--- src/rtl/muldiv_unit_pkg.sv ---
// Shared constants for the RV64IM iterative multiply/divide unit.
// Opcodes match the ALU encoding so one decoder field drives both blocks.
package muldiv_unit_pkg;

    localparam int unsigned XLEN   = 64;
    localparam int unsigned CYCLES = XLEN;
    localparam int unsigned OPW    = 4;
    localparam int unsigned CNTW   = 7;

    localparam logic [OPW-1:0] OP_MUL  = 4'd8;
    localparam logic [OPW-1:0] OP_MULH = 4'd9;
    localparam logic [OPW-1:0] OP_DIV  = 4'd10;
    localparam logic [OPW-1:0] OP_REM  = 4'd11;

    localparam logic [1:0] S_IDLE = 2'd0;
    localparam logic [1:0] S_CALC = 2'd1;
    localparam logic [1:0] S_FIX  = 2'd2;
    localparam logic [1:0] S_DONE = 2'd3;

    // Magnitude of a two's-complement operand (INT64_MIN maps to 2^63 unsigned).
    function automatic logic [XLEN-1:0] abs_val(input logic [XLEN-1:0] x);
        return x[XLEN-1] ? (~x + XLEN'(1)) : x;
    endfunction

endpackage

--- src/rtl/muldiv_unit.sv ---
// Iterative 64-bit MUL/MULH/DIV/REM: one bit per cycle on a shared 128-bit
// shift register and 65-bit add/subtract path, fixed 66-cycle latency.
module muldiv_unit
    import muldiv_unit_pkg::*;
(
    input  logic              clk,
    input  logic              rst_n,
    input  logic              start,
    input  logic [OPW-1:0]    op,
    input  logic [XLEN-1:0]   a,
    input  logic [XLEN-1:0]   b,
    output logic              busy,
    output logic              done,
    output logic [XLEN-1:0]   result
);

    localparam int unsigned AW = 2 * XLEN;
    localparam logic [XLEN-1:0] INT_MIN = {1'b1, {(XLEN-1){1'b0}}};

    logic [1:0]       state, state_d;
    logic [AW-1:0]    acc, acc_d;
    logic [CNTW-1:0]  cnt, cnt_d;
    logic [XLEN-1:0]  mcand, mcand_d;
    logic [XLEN-1:0]  a_q, a_q_d;
    logic [OPW-1:0]   op_q, op_q_d;
    logic             neg_res, neg_res_d;
    logic             neg_rem, neg_rem_d;
    logic             bzero, bzero_d;
    logic             ovf, ovf_d;
    logic             busy_d, done_d;
    logic [XLEN-1:0]  result_d;

    logic             is_div;
    logic [XLEN:0]    add_x, add_y, add_s;
    logic [AW-1:0]    prod_s;
    logic [XLEN-1:0]  quot_s, rem_s;

    // Shared adder: accumulate for multiply, trial-subtract for divide.
    assign is_div = op_q[1];
    assign add_x  = is_div ? {1'b0, acc[AW-2:XLEN-1]} : {1'b0, acc[AW-1:XLEN]};
    assign add_y  = is_div ? ~{1'b0, mcand} : {1'b0, mcand};
    assign add_s  = add_x + add_y + (XLEN+1)'(is_div);

    assign prod_s = neg_res ? (~acc + AW'(1)) : acc;
    assign quot_s = neg_res ? (~acc[XLEN-1:0] + XLEN'(1)) : acc[XLEN-1:0];
    assign rem_s  = neg_rem ? (~acc[AW-1:XLEN] + XLEN'(1)) : acc[AW-1:XLEN];

    always_ff @(posedge clk) begin
        if (!rst_n) begin
            state   <= S_IDLE;
            acc     <= '0;
            cnt     <= '0;
            mcand   <= '0;
            a_q     <= '0;
            op_q    <= '0;
            neg_res <= 1'b0;
            neg_rem <= 1'b0;
            bzero   <= 1'b0;
            ovf     <= 1'b0;
            busy    <= 1'b0;
            done    <= 1'b0;
            result  <= '0;
        end else begin
            state   <= state_d;
            acc     <= acc_d;
            cnt     <= cnt_d;
            mcand   <= mcand_d;
            a_q     <= a_q_d;
            op_q    <= op_q_d;
            neg_res <= neg_res_d;
            neg_rem <= neg_rem_d;
            bzero   <= bzero_d;
            ovf     <= ovf_d;
            busy    <= busy_d;
            done    <= done_d;
            result  <= result_d;
        end
    end

    always_comb begin
        state_d   = state;
        acc_d     = acc;
        cnt_d     = cnt;
        mcand_d   = mcand;
        a_q_d     = a_q;
        op_q_d    = op_q;
        neg_res_d = neg_res;
        neg_rem_d = neg_rem;
        bzero_d   = bzero;
        ovf_d     = ovf;
        busy_d    = busy;
        done_d    = 1'b0;
        result_d  = result;

        case (state)
            S_IDLE: begin
                if (start && (op[OPW-1:2] == 2'b10)) begin
                    a_q_d     = a;
                    op_q_d    = op;
                    mcand_d   = abs_val(b);
                    acc_d     = {XLEN'(0), abs_val(a)};
                    neg_res_d = a[XLEN-1] ^ b[XLEN-1];
                    neg_rem_d = a[XLEN-1];
                    bzero_d   = (b == '0);
                    ovf_d     = (a == INT_MIN) && (b == '1);
                    cnt_d     = '0;
                    busy_d    = 1'b1;
                    state_d   = S_CALC;
                end
            end
            S_CALC: begin
                if (cnt == CNTW'(CYCLES)) begin
                    state_d = S_FIX;
                end else begin
                    cnt_d = cnt + CNTW'(1);
                    if (is_div) begin
                        // Restoring step: keep the difference only when it did not borrow.
                        if (!add_s[XLEN])
                            acc_d = {add_s[XLEN-1:0], acc[XLEN-2:0], 1'b1};
                        else
                            acc_d = {acc[AW-2:0], 1'b0};
                    end else begin
                        if (acc[0])
                            acc_d = {add_s, acc[XLEN-1:1]};
                        else
                            acc_d = {1'b0, acc[AW-1:1]};
                    end
                end
            end
            S_FIX: begin
                case (op_q)
                    OP_MUL:  result_d = prod_s[XLEN-1:0];
                    OP_MULH: result_d = prod_s[AW-1:XLEN];
                    OP_DIV:  result_d = bzero ? '1 : (ovf ? INT_MIN : quot_s);
                    default: result_d = bzero ? a_q : (ovf ? '0 : rem_s);
                endcase
                done_d  = 1'b1;
                state_d = S_DONE;
            end
            default: begin
                busy_d  = 1'b0;
                state_d = S_IDLE;
            end
        endcase
    end

endmodule
--- config.mk ---
export PLATFORM = sky130hd
export DESIGN_NAME = muldiv_unit
export DESIGN_NICKNAME = d
export VERILOG_FILES = /design/src/rtl/muldiv_unit_pkg.sv /design/src/rtl/muldiv_unit.sv
export SDC_FILE = /design/constraint.sdc
export NUM_CORES = 2
export LEC_CHECK = 0
export BUFFER_PORTS_ARGS = -buffer_cell sky130_fd_sc_hd__buf_2
export CAP_MARGIN = 20
export CELL_PAD_IN_SITES_DETAIL_PLACEMENT = 1
export CELL_PAD_IN_SITES_GLOBAL_PLACEMENT = 2
export CORE_ASPECT_RATIO = 0.9
export CORE_UTILIZATION = 36
export CTS_CLUSTER_SIZE = 8
export DETAILED_ROUTE_END_ITERATION = 16
export PLACE_DENSITY_LB_ADDON = 0.2
export SLEW_MARGIN = 20
export SYNTH_ARGS = -nofsm -noshare
export SYNTH_HDL_FRONTEND = slang
export SYNTH_SLANG_ARGS = --single-unit
--- constraint.sdc ---
create_clock -name clk -period 7.2 [get_ports clk]
set_input_delay 1.08 -clock clk [delete_from_list [all_inputs] [get_ports clk]]
set_output_delay 1.08 -clock clk [all_outputs]
set_load 0.005 [all_outputs]
After elaboration in Yosys (flattened, before gate mapping)
Cells that the tools add are included.
{ "op_classes": {"addsub": 8, "eq_ne": 12, "n_mux": 27, "bitwise_logic": 8, "n_reduce_logical": 10} }
{ "ops": {"columns": ["operator", "n"], "rows": [
  ["2-to-1 mux 128 bit", 6],
  ["2-to-1 mux 64 bit", 9],
  ["adder 64 x 1 -> 64 bit, second input constant", 4],
  ["NOT 64 bit", 4],
  ["case mux 128 bit (2 select lines)", 1],
  ["case mux 64 bit (3 select lines)", 1],
  ["adder 128 x 1 -> 128 bit, second input constant", 1],
  ["== test 64 bit, second input constant", 2],
  ["NOT 128 bit", 1],
  ["adder 64 x 65 -> 65 bit", 1],
  ["adder 65 x 1 -> 65 bit", 1],
  ["2-to-1 mux 65 bit", 1],
  ["NOT 64 -> 65 bit", 1],
  ["logical NOT 64 bit", 1],
  ["2-to-1 mux 7 bit", 2],
  ["case mux 7 bit (2 select lines)", 1],
  ["== test 4 bit, second input constant", 3],
  ["adder 7 x 1 -> 7 bit, second input constant", 1],
  ["== test 7 bit, second input constant", 1],
  ["!= test 2 bit, second input constant", 3],
  ["case mux 2 bit (3 select lines)", 1],
  ["AND reduction 2 bit", 3],
  ["== test 2 bit, second input constant", 2],
  ["2-to-1 mux 2 bit", 2],
  ["10 further kinds", 12]
]} }
{ "word_totals": {"reg_bits": 339, "in_bits": 135} }

Logic depth before layout (Yosys ltp)
{ "logic_depth": {"depth_word": 8, "mapped_depth": 21, "mapped_depth_nobuf": 12} }

Worst setup path after synthesis
Ideal clock, no wire load.
{ "synth_path": {"path_type": "reg-to-reg", "from": "register op_q[1]", "to": "register acc[86]", "t_arrival_ps": 5392, "t_required_ps": 7083, "path_slack_ps": 1691, "stages_incl_launch_ff": 20, "n_path_buf": 8, "cell_sequence": "dfxtp_1 -> clkbuf_1 -> buf_1 -> buf_1 -> clkbuf_1 -> buf_1 -> xor2_1 -> ha_1 -> o211ai_1 -> o211a_1 -> or4_1 -> a2111oi_0 -> o311ai_1 -> and2_1 -> clkbuf_1 -> clkbuf_1 -> clkbuf_1 -> nand2_1 -> nand3_1 -> a22o_1"} }
{ "synth_via": {"elab_chain_len": 7} }
{ "synth_lines": {"columns": ["item", "line_no", "rtl"], "rows": [
  ["from (decl)", "muldiv_unit.sv:25", "logic [OPW-1:0] op_q, op_q_d;"],
  ["from (signal assigned)", "muldiv_unit.sv:69", "op_q <= op_q_d;"],
  ["2-to-1 mux 64 bit / 2-to-1 mux 65 bit (equally long branches)", "muldiv_unit.sv:40, muldiv_unit.sv:41", null],
  ["adder 64 x 65 -> 65 bit", "muldiv_unit.sv:42", "assign add_s = add_x + add_y + (XLEN+1)'(is_div);"],
  ["adder 65 x 1 -> 65 bit", "muldiv_unit.sv:42", null],
  ["2-to-1 mux 128 bit, on equally long branches", "muldiv_unit.sv:123, muldiv_unit.sv:118", null],
  ["2-to-1 mux 128 bit *", "muldiv_unit.sv:116", "if (is_div) begin"],
  ["2-to-1 mux 128 bit *", "muldiv_unit.sv:112", "if (cnt == CNTW'(CYCLES)) begin"],
  ["case mux 128 bit (2 select lines) *", "muldiv_unit.sv:95", "case (state)"],
  ["to (signal assigned)", "muldiv_unit.sv:51", "acc <= '0;"],
  ["to (signal assigned)", "muldiv_unit.sv:65", "acc <= acc_d;"],
  ["to (decl)", "muldiv_unit.sv:21", "logic [AW-1:0] acc, acc_d;"]
]} }
Mark *: on every way between the ends. The rest lies on a longest branch, timed or not. The select of a mux whose other input is x is not followed.
A chain may end at the register's enable or synchronous reset.

Worst setup path after layout
{ "layout_path": {"from": "register op_q[1]", "to": "register acc[65]"} }
The elaborated chain is that of the path after synthesis.

==> impl_metrics.py <==
metrics = {
    "clock_network": {
        "clock_latency_ps": 620,
        "numCtsBuffers": 49,
        "clkTransAtPathRegs_ps": 50,
        "root_buffer": "clkbuf_16",
        "clock-sinks": 338,
        "post_cts_buffers": 0,
        "cts_hold_buf": 0,
        "cts_resized": 0,
        "cts_tree": "built",
        "cts_max_level": 2,
        "clk_path_buf_depth": 3,
    },
    "sta": {
        "slew_headroom": 0.2706,
        "worst_slack_ps": 1568,
        "fin_crit_sh": 0.7822,
        "worstMarginPinSlew_ps": 1092,
        "fin_hold_ws_ps": 451.9,
        "finalMaxSlewViolations": 0,
        "fmax_mhz": 177.6,
        "setup_viol": 0,
        "finClkSkew_ps": 36.52,
        "fin_setup_tns_ps": 0,
        "fin_crit_ps": 5632,
        "finalHoldViolCount": 0,
        "rsz0062_at_grt": "no",
    },
    "pwr": {
        "powerDensity_nw_per_um2": 226.3,
        "p_total_mw": 7.204,
        "leakage_nw": 11.80,
        "ir_worst_vdd_mv": 0.2014,
    },
    "route": {
        "viasPerCell": 6.331,
        "drtAntennaViolNets": 0,
        "drt_iter0_drc": 3037,
        "dr.pass1.iters": 5,
        "wl_per_cell_um": 28.39,
        "dr_total_vias": 31610,
        "drt_wl_total_um": 141800,
        "drc": 0,
    },
    "synth": {
        "yosys_warnings": 0,
        "synth_cell_types": 85,
        "synth-seq-cells": 338,
        "syn_area_per_cell_um2": 7.287,
        "synth_area_um2": 28940,
        "syn_inst": 3971,
        "async_flop_share": 0,
        "synth_flop_cell": "dfxtp_1",
        "synth_edf_count": 0,
        "synth_fp_nets": 4180,
        "seq_area_frac_synth": 0.2338,
    },
    "critical_path": {
        "worstPathCellList": "buf_12 > mux2_2 > ha_1 > a21oi_1 > o21ai_0 > a211oi_1 > o31ai_1 > o311ai_1 > nand2_2 > buf_4 > mux2i_1 > a2111oi_0 > a31o_2",
        "crit_cells": 13,
        "worstSetupPathType": "flip-flop to flip-flop",
        "start_kind": "flip-flop",
        "worstPathRequired_ps": 7740,
        "cp_max_fo": 59,
        "reg2reg_depth": 13,
        "worst-path-buf-inv": 2,
        "cp_slowest_stage_delay_ps": 890,
        "cp_slowest_cell": "dfxtp_4",
        "end_kind": "flip-flop",
        "crit_family": "compound AO/OA/AOI/OAI gates",
        "r2r_setup_slack_ps": 1570,
        "arrival_ps": 6170,
    },
    "layout": {
        "synthToLayoutAreaGrowth_pct": 10.02,
        "nets": 4136,
        "fillers": 9963,
        "drive_gt1_frac": 0.1229,
        "utilization": 0.4007,
    },
    "global_route": {
        "grt_first_pass_wirelength_um": 208400,
        "grt_pass1_vias": 30530,
        "overflow": 0,
        "grt_max_degree": 92,
        "grt_antenna_before_repair": 6,
        "grt_use_total": 0.3371,
    },
    "floorplan": {
        "initial_core_util": 0.3642,
        "rows": 98,
        "core_area_um2": 79460,
        "die_h_um": 271.0,
        "die_w_um": 300.8,
        "io-pin-count": 201,
        "die-area_um2": 81510,
    },
    "placement": {
        "place_congestion": 0.9843,
        "pre_cts_slack_ps": 1827,
        "post-dp-hpwl_um": 106100,
        "portBuffers": 200,
    },
    "worst_hold_path": {
        "worst_hold_path_type": "flip-flop to flip-flop",
        "whs_path_depth": 2,
    },
    "job": {
        "drv_cap": 0,
    },
    "run_status": {
        "status": "finished, final reports clean",
    },
}
[stage by stage]
| step | instance area (µm²) | cells |
|---|---|---|
| finish | 31840 | 4993 |
| global route | 31820 | 4987 |
| CTS | 31810 | 4987 |
| detailed placement | 30500 | 4926 |
| global placement | 30500 | 4926 |
| floorplan | 28940 | 3971 |
[kinds of logic (layout without fill, tap and decap cells)]
logic type,count (synthesis),in the layout,share of synthesized area
xor+xnor,413,413,0.1250
fa+ha+maj,74,74,0.03226
other cells,0,6,0
compound gates,1239,1239,0.2786
simple gates,1337,1337,0.2177
mux,162,162,0.05950
flops,338,338,0.2338
buf+inv,408,374,0.05314
[area by class of cell]
cell class              count  area (µm²)  area share
repair buffers            266        1521     0.04779
inverters                  47       181.4    0.005699
diodes                      6       15.01   0.0004716
clock buffers              58        1281     0.04025
flip-flops and latches    338        6778      0.2129
well taps                1050        1314     0.04127
clock inverters             3       28.78   0.0009039
multi-input cells        3225       20720      0.6507
[state kept, by name, summed over array words and instances, names as in the netlist]
register / flops
bzero: 1
done: 1
state: 2
cnt: 7
op_q: 4
neg_res: 1
busy: 1
a_q: 64
ovf: 1
acc: 128
result: 64
mcand: 64
[path summary, 6_finish.rpt]
| check | start | to |
|---|---|---|
| hold / removal | result[7] | result[7] |
| setup / recovery | op_q[1] | acc[65] |
| hold reg to reg | result[7] | result[7] |
| setup reg to reg | op_q[1] | acc[65] |
[report_power, final]
group	leakage (nW)	total, mW	internal [mW]	switching [mW]
clock network	0.637	2.16	1.23	0.935
registers	2.74	2.30	2.03	0.270
logic	8.42	2.74	0.828	1.91
[Yosys cell counts (all sizes together) (6+ instances only)]
cell type	count	area, µm²
mux2i	82	820.8
or2	28	175.2
ha	73	913.4
xor2	212	1857
a21oi	335	1677
or3	60	392.9
a32o	12	120.1
nand4	69	431.7
buf	36	141.4
o22ai	10	62.56
clkbuf	325	1220
nor2	235	882.1
xnor2	201	1760
nand3b	6	45.04
a31oi	30	187.7
nand2	573	2151
a21o	27	202.7
nand2b	22	137.6
nand4b	7	61.31
o21bai	10	75.07
nor2b	9	56.30
o211ai	50	375.4
a211oi	74	555.5
a31o	6	52.55
o31ai	101	785.8
dfxtp	338	6766
o41ai	37	331.6
a22oi	11	82.58
o311ai	11	96.34
nor3	89	450.4
o21ai	307	1536
nand3	83	415.4
inv	46	172.7
a2111oi	8	70.07
or4	48	376.6
a221oi	90	794.5
o21a	22	165.2
nor4	49	306.5
a22o	22	192.7
o221ai	25	219.0
mux2	80	900.9
and2	15	93.84
and3	27	168.9
[placed cells by master (no fill, tap or decap), types with 9 or more instances in the layout]
master,n
a211oi_1,74
a21o_1,27
a21oi_1,334
a221oi_1,89
a22o_1,22
a22oi_1,11
a31oi_1,30
a32o_1,12
and2_1,13
and3_1,26
buf_2,200
buf_4,64
clkbuf_16,50
dfxtp_1,333
ha_1,72
inv_1,45
mux2_2,80
mux2i_1,82
nand2_1,570
nand2b_1,22
nand3_1,83
nand4_1,69
nor2_1,228
nor2b_1,9
nor3_1,88
nor4_1,48
o211ai_1,50
o21a_1,22
o21ai_0,305
o21bai_1,10
o221ai_1,25
o22ai_1,10
o311ai_0,10
o31ai_1,99
o41ai_1,36
or2_2,26
or3_1,55
or4_1,43
xnor2_1,201
xor2_1,212
[worst reg2reg max path, cell delays in order (launching register included)]
cell       delay (ps)
dfxtp_4           890
buf_12            460
mux2_2            410
ha_1              380
a21oi_1           280
o21ai_0           190
a211oi_1          300
o31ai_1           240
o311ai_1          710
nand2_2           550
buf_4             390
mux2i_1           150
a2111oi_0         460
a31o_2            170
[metal layers]
layer,wire length [µm],share of wire,up-vias,track usage
met4,3998,0.028,0,0.09858
met3,10850,0.077,202,0.06288
li1,-,-,14460,-
met2,60530,0.43,1187,0.5004
met1,66390,0.47,15770,0.4878
met5,0,0,-,0
No activity file was read; power rests on OpenSTA's default activity.
